<file path="config.mk">
export PLATFORM = sky130hd
export DESIGN_NAME = weight_pingpong_ctrl
export DESIGN_NICKNAME = d
export VERILOG_FILES = /design/src/rtl/weight_pingpong_ctrl.sv
export SDC_FILE = /design/constraint.sdc
export NUM_CORES = 1
export LEC_CHECK = 0
export ABC_CLOCK_PERIOD_IN_PS = 5700
export CAP_MARGIN = 10
export CORE_ASPECT_RATIO = 1.25
export CORE_MARGIN = 1
export CORE_UTILIZATION = 35
export DETAILED_ROUTE_END_ITERATION = 10
export DONT_BUFFER_PORTS = 1
export PLACE_DENSITY = 0.45
export SLEW_MARGIN = 10
export SYNTH_ARGS = -nofsm -noshare
export SYNTH_HDL_FRONTEND = slang
export SYNTH_SLANG_ARGS = --single-unit
</file>
<file path="constraint.sdc">
create_clock -name clk -period 5.7 [get_ports clk]
set_input_delay 1.14 -clock clk [delete_from_list [all_inputs] [get_ports clk]]
set_output_delay 1.14 -clock clk [all_outputs]
set_load 0.05 [all_outputs]
</file>
<file path="src/rtl/weight_pingpong_ctrl.sv">
// Ping-pong weight bank sequencer: fills two SRAM banks alternately from the
// weight source and drains each full bank into the MAC pipeline, one neuron per bank.
module weight_pingpong_ctrl #(
    parameter int N       = 16,
    parameter int DEPTH   = 16,
    parameter int NEURONS = 4,
    parameter int MAC_LAT = 2
) (
    input  logic       clk,
    input  logic       rst,
    input  logic       w_valid,
    output logic       w_ready,
    output logic       demux_sel,
    output logic       wr_en1,
    output logic       wr_en2,
    output logic [7:0] write_addr1,
    output logic [7:0] write_addr2,
    output logic       mux_sel,
    output logic       rd_en1,
    output logic       rd_en2,
    output logic [7:0] read_addr1,
    output logic [7:0] read_addr2,
    output logic       acc_clr,
    output logic       mac_en,
    output logic       out_valid,
    output logic       done
);

    localparam int TOTAL = NEURONS * DEPTH;
    localparam int TOT_W = $clog2(TOTAL + 1);
    localparam int NRN_W = $clog2(NEURONS + 1);
    localparam int FL_W  = $clog2(MAC_LAT + 1);

    localparam logic [7:0]       LAST_IDX    = 8'(DEPTH - 1);
    localparam logic [TOT_W-1:0] TOTAL_WORDS = TOT_W'(TOTAL);
    localparam logic [NRN_W-1:0] LAST_NEURON = NRN_W'(NEURONS - 1);
    localparam logic [FL_W-1:0]  FLUSH_LAST  = FL_W'(MAC_LAT);
    localparam logic [FL_W-1:0]  FLUSH_PRE   = FL_W'(MAC_LAT - 1);
    // An out-of-range configuration never accepts weights, so it stays inert.
    localparam bit CFG_OK = (N >= 1) && (DEPTH >= 2) && (DEPTH <= 256) &&
                            (NEURONS >= 1) && (MAC_LAT >= 1);

    typedef enum logic [1:0] {
        ST_IDLE  = 2'd0,
        ST_READ  = 2'd1,
        ST_FLUSH = 2'd2,
        ST_DONE  = 2'd3
    } state_t;

    // Fill-side state
    logic [7:0]       wcnt_q, wcnt_d;
    logic [TOT_W-1:0] wtotal_q, wtotal_d;
    logic             demux_q, demux_d;
    logic [7:0]       wa1_q, wa1_d;
    logic [7:0]       wa2_q, wa2_d;
    logic [1:0]       bank_full_q, bank_full_d;

    // Drain-side state
    state_t           state_q;
    logic [7:0]       rcnt_q;
    logic [FL_W-1:0]  fcnt_q;
    logic [NRN_W-1:0] ncnt_q;
    logic             mux_q;
    logic             rd1_q, rd2_q;
    logic [7:0]       ra1_q, ra2_q;
    logic             clr_q, mac_q, ov_q, done_q;

    logic       w_ready_s, accept_s, fill_last_s, drain_last_s;
    logic [1:0] set_mask_s, clr_mask_s;

    assign w_ready_s    = CFG_OK && !rst && !done_q && !bank_full_q[demux_q] &&
                          (wtotal_q < TOTAL_WORDS);
    assign accept_s     = w_valid && w_ready_s;
    assign fill_last_s  = accept_s && (wcnt_q == LAST_IDX);
    assign drain_last_s = (state_q == ST_READ) && (rcnt_q == LAST_IDX);
    // A bank is only set while empty and only cleared while full, so the masks never collide.
    assign set_mask_s   = {fill_last_s & demux_q, fill_last_s & ~demux_q};
    assign clr_mask_s   = {drain_last_s & mux_q, drain_last_s & ~mux_q};

    // Fill-side next state: word counters, bank selection and held write addresses.
    always_comb begin
        wcnt_d      = wcnt_q;
        wtotal_d    = wtotal_q;
        demux_d     = demux_q;
        wa1_d       = wa1_q;
        wa2_d       = wa2_q;
        bank_full_d = (bank_full_q | set_mask_s) & ~clr_mask_s;
        if (accept_s) begin
            wtotal_d = wtotal_q + TOT_W'(1);
            if (demux_q) begin
                wa2_d = wcnt_q;
            end else begin
                wa1_d = wcnt_q;
            end
            if (wcnt_q == LAST_IDX) begin
                wcnt_d  = 8'd0;
                demux_d = !demux_q;
            end else begin
                wcnt_d = wcnt_q + 8'd1;
            end
        end else begin
            wcnt_d   = wcnt_q;
            wtotal_d = wtotal_q;
        end
    end

    // Fill-side registers.
    always_ff @(posedge clk) begin
        if (rst) begin
            wcnt_q      <= 8'd0;
            wtotal_q    <= '0;
            demux_q     <= 1'b0;
            wa1_q       <= 8'd0;
            wa2_q       <= 8'd0;
            bank_full_q <= 2'b00;
        end else begin
            wcnt_q      <= wcnt_d;
            wtotal_q    <= wtotal_d;
            demux_q     <= demux_d;
            wa1_q       <= wa1_d;
            wa2_q       <= wa2_d;
            bank_full_q <= bank_full_d;
        end
    end

    // Drain FSM with registered read strobes, addresses and neuron strobes.
    always_ff @(posedge clk) begin
        if (rst) begin
            state_q <= ST_IDLE;
            rcnt_q  <= 8'd0;
            fcnt_q  <= '0;
            ncnt_q  <= '0;
            mux_q   <= 1'b0;
            rd1_q   <= 1'b0;
            rd2_q   <= 1'b0;
            ra1_q   <= 8'd0;
            ra2_q   <= 8'd0;
            clr_q   <= 1'b0;
            mac_q   <= 1'b0;
            ov_q    <= 1'b0;
            done_q  <= 1'b0;
        end else begin
            mac_q <= rd1_q | rd2_q;
            case (state_q)
                ST_IDLE: begin
                    ov_q <= 1'b0;
                    if (bank_full_q[mux_q]) begin
                        state_q <= ST_READ;
                        rcnt_q  <= 8'd0;
                        clr_q   <= 1'b1;
                        rd1_q   <= !mux_q;
                        rd2_q   <= mux_q;
                        if (mux_q) begin
                            ra2_q <= 8'd0;
                        end else begin
                            ra1_q <= 8'd0;
                        end
                    end
                end
                ST_READ: begin
                    clr_q <= 1'b0;
                    if (rcnt_q == LAST_IDX) begin
                        state_q <= ST_FLUSH;
                        fcnt_q  <= '0;
                        rd1_q   <= 1'b0;
                        rd2_q   <= 1'b0;
                        mux_q   <= !mux_q;
                    end else begin
                        rcnt_q <= rcnt_q + 8'd1;
                        if (mux_q) begin
                            ra2_q <= rcnt_q + 8'd1;
                        end else begin
                            ra1_q <= rcnt_q + 8'd1;
                        end
                    end
                end
                ST_FLUSH: begin
                    // out_valid is raised one cycle early so it lands on the last flush cycle.
                    if (fcnt_q == FLUSH_LAST) begin
                        ov_q   <= 1'b0;
                        ncnt_q <= ncnt_q + NRN_W'(1);
                        if (ncnt_q == LAST_NEURON) begin
                            state_q <= ST_DONE;
                            done_q  <= 1'b1;
                        end else begin
                            state_q <= ST_IDLE;
                        end
                    end else begin
                        fcnt_q <= fcnt_q + FL_W'(1);
                        ov_q   <= (fcnt_q == FLUSH_PRE);
                    end
                end
                ST_DONE: begin
                    done_q <= 1'b1;
                    ov_q   <= 1'b0;
                    clr_q  <= 1'b0;
                    rd1_q  <= 1'b0;
                    rd2_q  <= 1'b0;
                end
                default: begin
                    state_q <= ST_IDLE;
                end
            endcase
        end
    end

    assign w_ready     = w_ready_s;
    assign demux_sel   = demux_q;
    assign wr_en1      = accept_s && !demux_q;
    assign wr_en2      = accept_s && demux_q;
    assign write_addr1 = wa1_d;
    assign write_addr2 = wa2_d;
    assign mux_sel     = mux_q;
    assign rd_en1      = rd1_q;
    assign rd_en2      = rd2_q;
    assign read_addr1  = ra1_q;
    assign read_addr2  = ra2_q;
    assign acc_clr     = clr_q;
    assign mac_en      = mac_q;
    assign out_valid   = ov_q;
    assign done        = done_q;

endmodule

</file>
After elaboration in Yosys (flattened, before gate mapping) --
Cells that the tools add are included.
Storage, ports and cells: logic and storage cells 131, bits of input ports 3, output and inout port bits 43, flip-flop bits (word level) 72
Operators by class: bitwise operators 10, equal/unequal tests 18, multiplexer cells 42, reductions and logical operators 34, $add $sub $neg 5, magnitude comparators 3
Operators with widths (number):
- 2-to-1 mux 8 bit | 15
- case mux 8 bit (2 select lines) | 3
- inequality test 2 bit (second input constant) | 9
- adder 8 x 1 -> 8 bit (second input constant) | 2
- == test 8 x 4 -> 1 bit (second input constant) | 2
- 2-to-1 mux 2 bit | 6
- AND reduction 3 bit | 4
- 2-to-1 mux 1 bit | 11
- AND reduction 5 bit | 2
- nonzero test 2 bit | 5
- logical AND 1 bit | 8
- AND reduction 2 bit | 4
- adder 7 x 1 -> 7 bit (second input constant) | 1
- < comparator 7 bit (second input constant) | 1
- == test 2 bit (second input constant) | 3
- case mux 1 bit (2 select lines) | 3
- case mux 1 bit (3 select lines) | 2
- case mux 2 bit (3 select lines) | 1
- nonzero test 3 bit | 2
- logical NOT 1 bit | 5
- bitwise AND 1 bit | 4
- == test 2 x 1 -> 1 bit (second input constant) | 2
- < comparator 1 x 2 -> 1 bit (second input constant) | 2
- case mux 2 bit (2 select lines) | 1
- 12 further kinds | 14

Longest topological paths before layout --
depth in word-level cells 10, mapped depth 8

Least setup slack after synthesis --
Ideal clock, no wire load.
path type in2out, from input rst, to output write_addr1[0], path slack 1.571 ns, data required time 4.560 ns, arrival time 2.989 ns, stages 5, path through buf_6 or4b_1 buf_2 nor3_4 mux2_2
Between the ends: cells in the longest elaborated chain, start to end 6
Ends and longest elaborated chain:
- start, declared | RTL line 10 | input logic rst,
- logical NOT 1 bit | RTL line 71 | assign w_ready_s = CFG_OK && !rst && !done_q && !bank_full_q[demux_q] &&
- logical AND 1 bit (3 in series) | RTL line 71
- logical AND 1 bit | RTL line 73 | assign accept_s = w_valid && w_ready_s;
- 2-to-1 mux 8 bit | RTL line 88 | if (accept_s) begin
- end, declared | RTL line 16 | output logic [7:0] write_addr1,
Every way passes these cells.

Final worst setup path --
from input rst, to output write_addr1[6]
Same word-level chain as after synthesis.

==> out/results.txt <==
Number of enable-type register cells in the synthesized netlist: 0. The total I/O pin count is 46, and the hold path depth is 2. In the post-synthesis netlist, the biggest area contributors are sky130_fd_sc_hd__dfxtp_1, sky130_fd_sc_hd__mux2_2, sky130_fd_sc_hd__ha_1.

Part of the total power dissipated in sequential elements: 42.2%. In the synthesized netlist the async set-or-reset flop fraction comes to 0%. The full die area is 9810 sq um, and the count of distinct cell types in the synthesized netlist is 50. The overall die width was 88.8 microns. The clock latency at the later pin of the worst-skew pair is 0.33 ns, and the post-synthesis instance area is 3300 sq um. Final core area utilization: 41.0%. For this run, the top clock speed supported by timing is 239 MHz. First-pass GRT wire length: 12200 microns. By instance count, the leading cell after synthesis is sky130_fd_sc_hd__dfxtp_1.

The pre-antenna-repair detailed-routing pass consisted of 4 iterations. The sum of overflow across all layers after global routing came out at 0. Setup repair after global routing left no endpoint under its margin. The run gives 0 as the initial antenna violation count. In this run the critical register-to-register path is captured at wa1_q[2]. IR analysis of the VDD net gives a maximum drop of 149 uV.

For the routed metal-1 wirelength, the log shows 3330 microns. The final layout contains routed wiring with a total length of 7390 microns. Along the worst path, the maximum fanout reaches 36. Setup slack closes at 1.52 ns.

The clock net in this run drives a total of 72 sinks. The clock passes through at most 2 buffers. Once the clock tree was built, the setup fixing pass inserted 0 buffers. The initialized floorplan defines 39 standard-cell rows. The area of the core region was 9130 sq um; the gate count of the mapped netlist was 356.

CTS placed an instance of sky130_fd_sc_hd__clkbuf_16 at the clock tree root. By count the netlist is led by sky130_fd_sc_hd__dfxtp_1, sky130_fd_sc_hd__nand2_1, sky130_fd_sc_hd__a21oi_1, sky130_fd_sc_hd__nor2_1, sky130_fd_sc_hd__nand3_1. Summing the sequential cell areas from Yosys gives 43.7% of the chip area. The count of pins over their slew limit was 0. The overall die height was 110 microns.

Measured in cells, the most critical reg-to-reg path has a length of 4. The logs give 4.56 ns for the critical path required time and 34.1% for the tightest slew margin relative to the limit. After detailed routing, the average wire length per cell comes to 15.4 microns. Summed over all nets, the switching power comes to 0.000322 W. The synthesis-to-layout area growth came out at 13.6%. Prevailing post-synth register cell: sky130_fd_sc_hd__dfxtp_1.

The final setup skew is 0.00467 ns, and the total number of vias is 2478. At the end of the flow, the number of nets in the layout was 368. The type of the most critical hold path was reg2reg. The path with the worst hold slack has its endpoint at ncnt_q[1].

The fraction of layout cells with a size suffix above 1 is 12.3%, and the switching share of power is 24.5%. The average size of a mapped cell works out to 9.26 sq um. The worst register-to-register path has a setup slack of 2.74 ns.

Counting I/O delays and the setup requirement, the final critical path takes 4.18 ns. The number of hold-slack violations in the final timing report was 0. The worst setup path is captured at an output port. In this run the critical register-to-register path is launched from demux_sel. The clock network fraction of design power came out at 49.9%. Cell type with the highest aggregate area in the netlist: sky130_fd_sc_hd__dfxtp_1. The pin count of the biggest net entering global routing is 37, and the final cycle utilization of the critical path is 73.3%. In this run the static leakage power is 1.45 nW. Detailed routing placed a total of 344 microns of wire on met3. Number of global-route vias before repair: 2397. Power spread over the standard cell area amounts to 351 nW/um^2. Setup violations remaining at the end of the flow were counted as 0. The clock transition at the registers of the reported paths was 0.05 ns.

The logs give 1.50 ns for the placement-stage worst setup slack and 951 for the count of filler cells inserted in the layout. The effective utilization at floorplan was 36.1%; the relative contribution of combinational cells to total power was 7.9%. Placer's final routability congestion estimate: 0.704.

Of the post-synthesis cell area, the dominant cell type holds 43.7%. The highest metal layer carrying signal wires in the routed design is met4. In this run the most critical hold path is launched from ncnt_q[1].

Counting flops and latches in the post-synthesis netlist gives 72. The critical path class was in2out. The run finished with clean final reports. In the routed design, unresolved DRC markers number 0. The run gives 84 as the number of design-rule violations left by the first detailed-router iteration. The number of vias per cell is 5.16. For the count of warnings emitted by yosys, the log shows 0. Buffers placed on the I/O ports in this run total 0.

The slew at the pin closest to its max-slew limit is 0.987 ns, and the net count after synthesis is 372. The tool flagged a number of max-cap violations equal to 0. 0 antenna diodes ended up in the layout. TritonCTS built the clock tree. For the final routed database, the setup TNS stands at 0 ns. In the global route stage, overall resource usage came out at 16.4%. Buffers inserted during clock tree synthesis total 9. The worst setup path is launched from an input port. Worst endpoint data arrival time: 3.04 ns. The internal portion of the total power is 0.000991 W. Wire segments on met2 add up to 3540 microns in the final route.

After clock tree synthesis, the flow added hold-fix buffers numbering 0. Once detailed placement completed, the half-perimeter wirelength came to 5060 microns. The H-tree was split into 3 levels. Count of nets left with antenna violations after detail routing: 0.

Post-CTS repair changed the size of 0 cells. On the final layout, the worst hold slack is 0.455 ns.
[per-layer routing]
| layer | up-vias | global-route usage [%] |
|---|---|---|
| met5 | - | 0 |
| met1 | 1153 | 19.8 |
| met4 | 0 | 9.35 |
| met3 | 12 | 4.11 |
| li1 | 1265 | - |
| met2 | 48 | 26.0 |
[critical path, cell delays in order]
cell	delay (ns)
sky130_fd_sc_hd__or4b_1	0.59
sky130_fd_sc_hd__nor3_4	0.75
sky130_fd_sc_hd__mux2_2	0.55
[layout make-up]
type,instances,area [sq um],area share (%)
multi-input cells,248,1710,45.8
well taps,123,154,4.11
clock buffers,11,243,6.49
clock inverters,5,104,2.78
inverters,19,71.3,1.91
flip-flops and latches,72,1440,38.5
repair buffers,2,15.0,0.401
[sequential cells by signal, summed over array words and instances, names as in the netlist, 2 cells and up]
register     cells
read_addr2       8
ncnt_q           3
wa2_q            8
read_addr1       8
rcnt_q           8
wtotal_q         7
wa1_q            8
wcnt_q           8
bank_full_q      2
fcnt_q           2
state_q          2
[worst max-delay path by stage]
stage,startpoint,endpoint,depth (start not counted),slack [ns]
CTS,rst,write_addr1[6],3,1.50
global route,demux_sel,write_addr1[6],3,1.43
finish,rst,write_addr1[6],3,1.52
floorplan,rst,write_addr1[0],5,1.57
detailed placement,rst,write_addr1[6],3,1.50
global placement,rst,write_addr1[7],3,1.51
[metrics by stage]
step	power, W	area [sq um]	instances
6_report	0.00131	3740	480
2_1_floorplan	0.000648	3300	356
5_1_grt	0.00137	3740	480
3_3_place_gp	0.000670	3400	464
4_1_cts	0.00133	3740	480
3_5_place_dp	0.000670	3400	464
[placed cells by master (no fill, tap or decap), types with 3 or more instances in the layout]
master and n:
sky130_fd_sc_hd__nor3_1 3, sky130_fd_sc_hd__and3_1 4, sky130_fd_sc_hd__a31oi_1 3, sky130_fd_sc_hd__o311ai_0 6, sky130_fd_sc_hd__ha_1 13, sky130_fd_sc_hd__mux2_2 18
sky130_fd_sc_hd__nor2_1 21, sky130_fd_sc_hd__dfxtp_1 72, sky130_fd_sc_hd__nand4_1 7, sky130_fd_sc_hd__a221oi_1 4, sky130_fd_sc_hd__xor2_1 11, sky130_fd_sc_hd__and2_1 18
sky130_fd_sc_hd__nor2b_1 3, sky130_fd_sc_hd__nor4_1 3, sky130_fd_sc_hd__or3_1 4, sky130_fd_sc_hd__xnor2_1 4, sky130_fd_sc_hd__clkbuf_16 9, sky130_fd_sc_hd__a21oi_1 21
sky130_fd_sc_hd__and4_1 3, sky130_fd_sc_hd__nand2_1 30, sky130_fd_sc_hd__o21ai_0 17, sky130_fd_sc_hd__a211o_1 3, sky130_fd_sc_hd__inv_1 17, sky130_fd_sc_hd__mux2i_1 7
sky130_fd_sc_hd__nand3_1 19, sky130_fd_sc_hd__bufinv_16 3
[power by group through the flow]
stage	Combinational, W	Sequential, W	Clock (W)
6_report	0.000103	0.000554	0.000655
5_1_grt	0.000116	0.000557	0.000698
4_1_cts	0.000105	0.000555	0.000671
3_5_place_dp	0.000105	0.000566	0
3_3_place_gp	0.000104	0.000566	0
2_1_floorplan	0.0000891	0.000559	0
[kinds of logic (layout without fill, tap and decap cells)]
family,after synthesis,count (layout),synth area share [%]
buffers and inverters,36,37,4.44
XOR/XNOR,15,15,3.99
flip-flops,72,72,43.7
adder cells (fa/ha/maj),13,13,4.94
multiplexers,26,26,8.69
AND/OR/NAND/NOR,127,127,21.0
AO/OA/AOI/OAI,67,67,13.3
No activity file was read; power rests on OpenSTA's default activity.
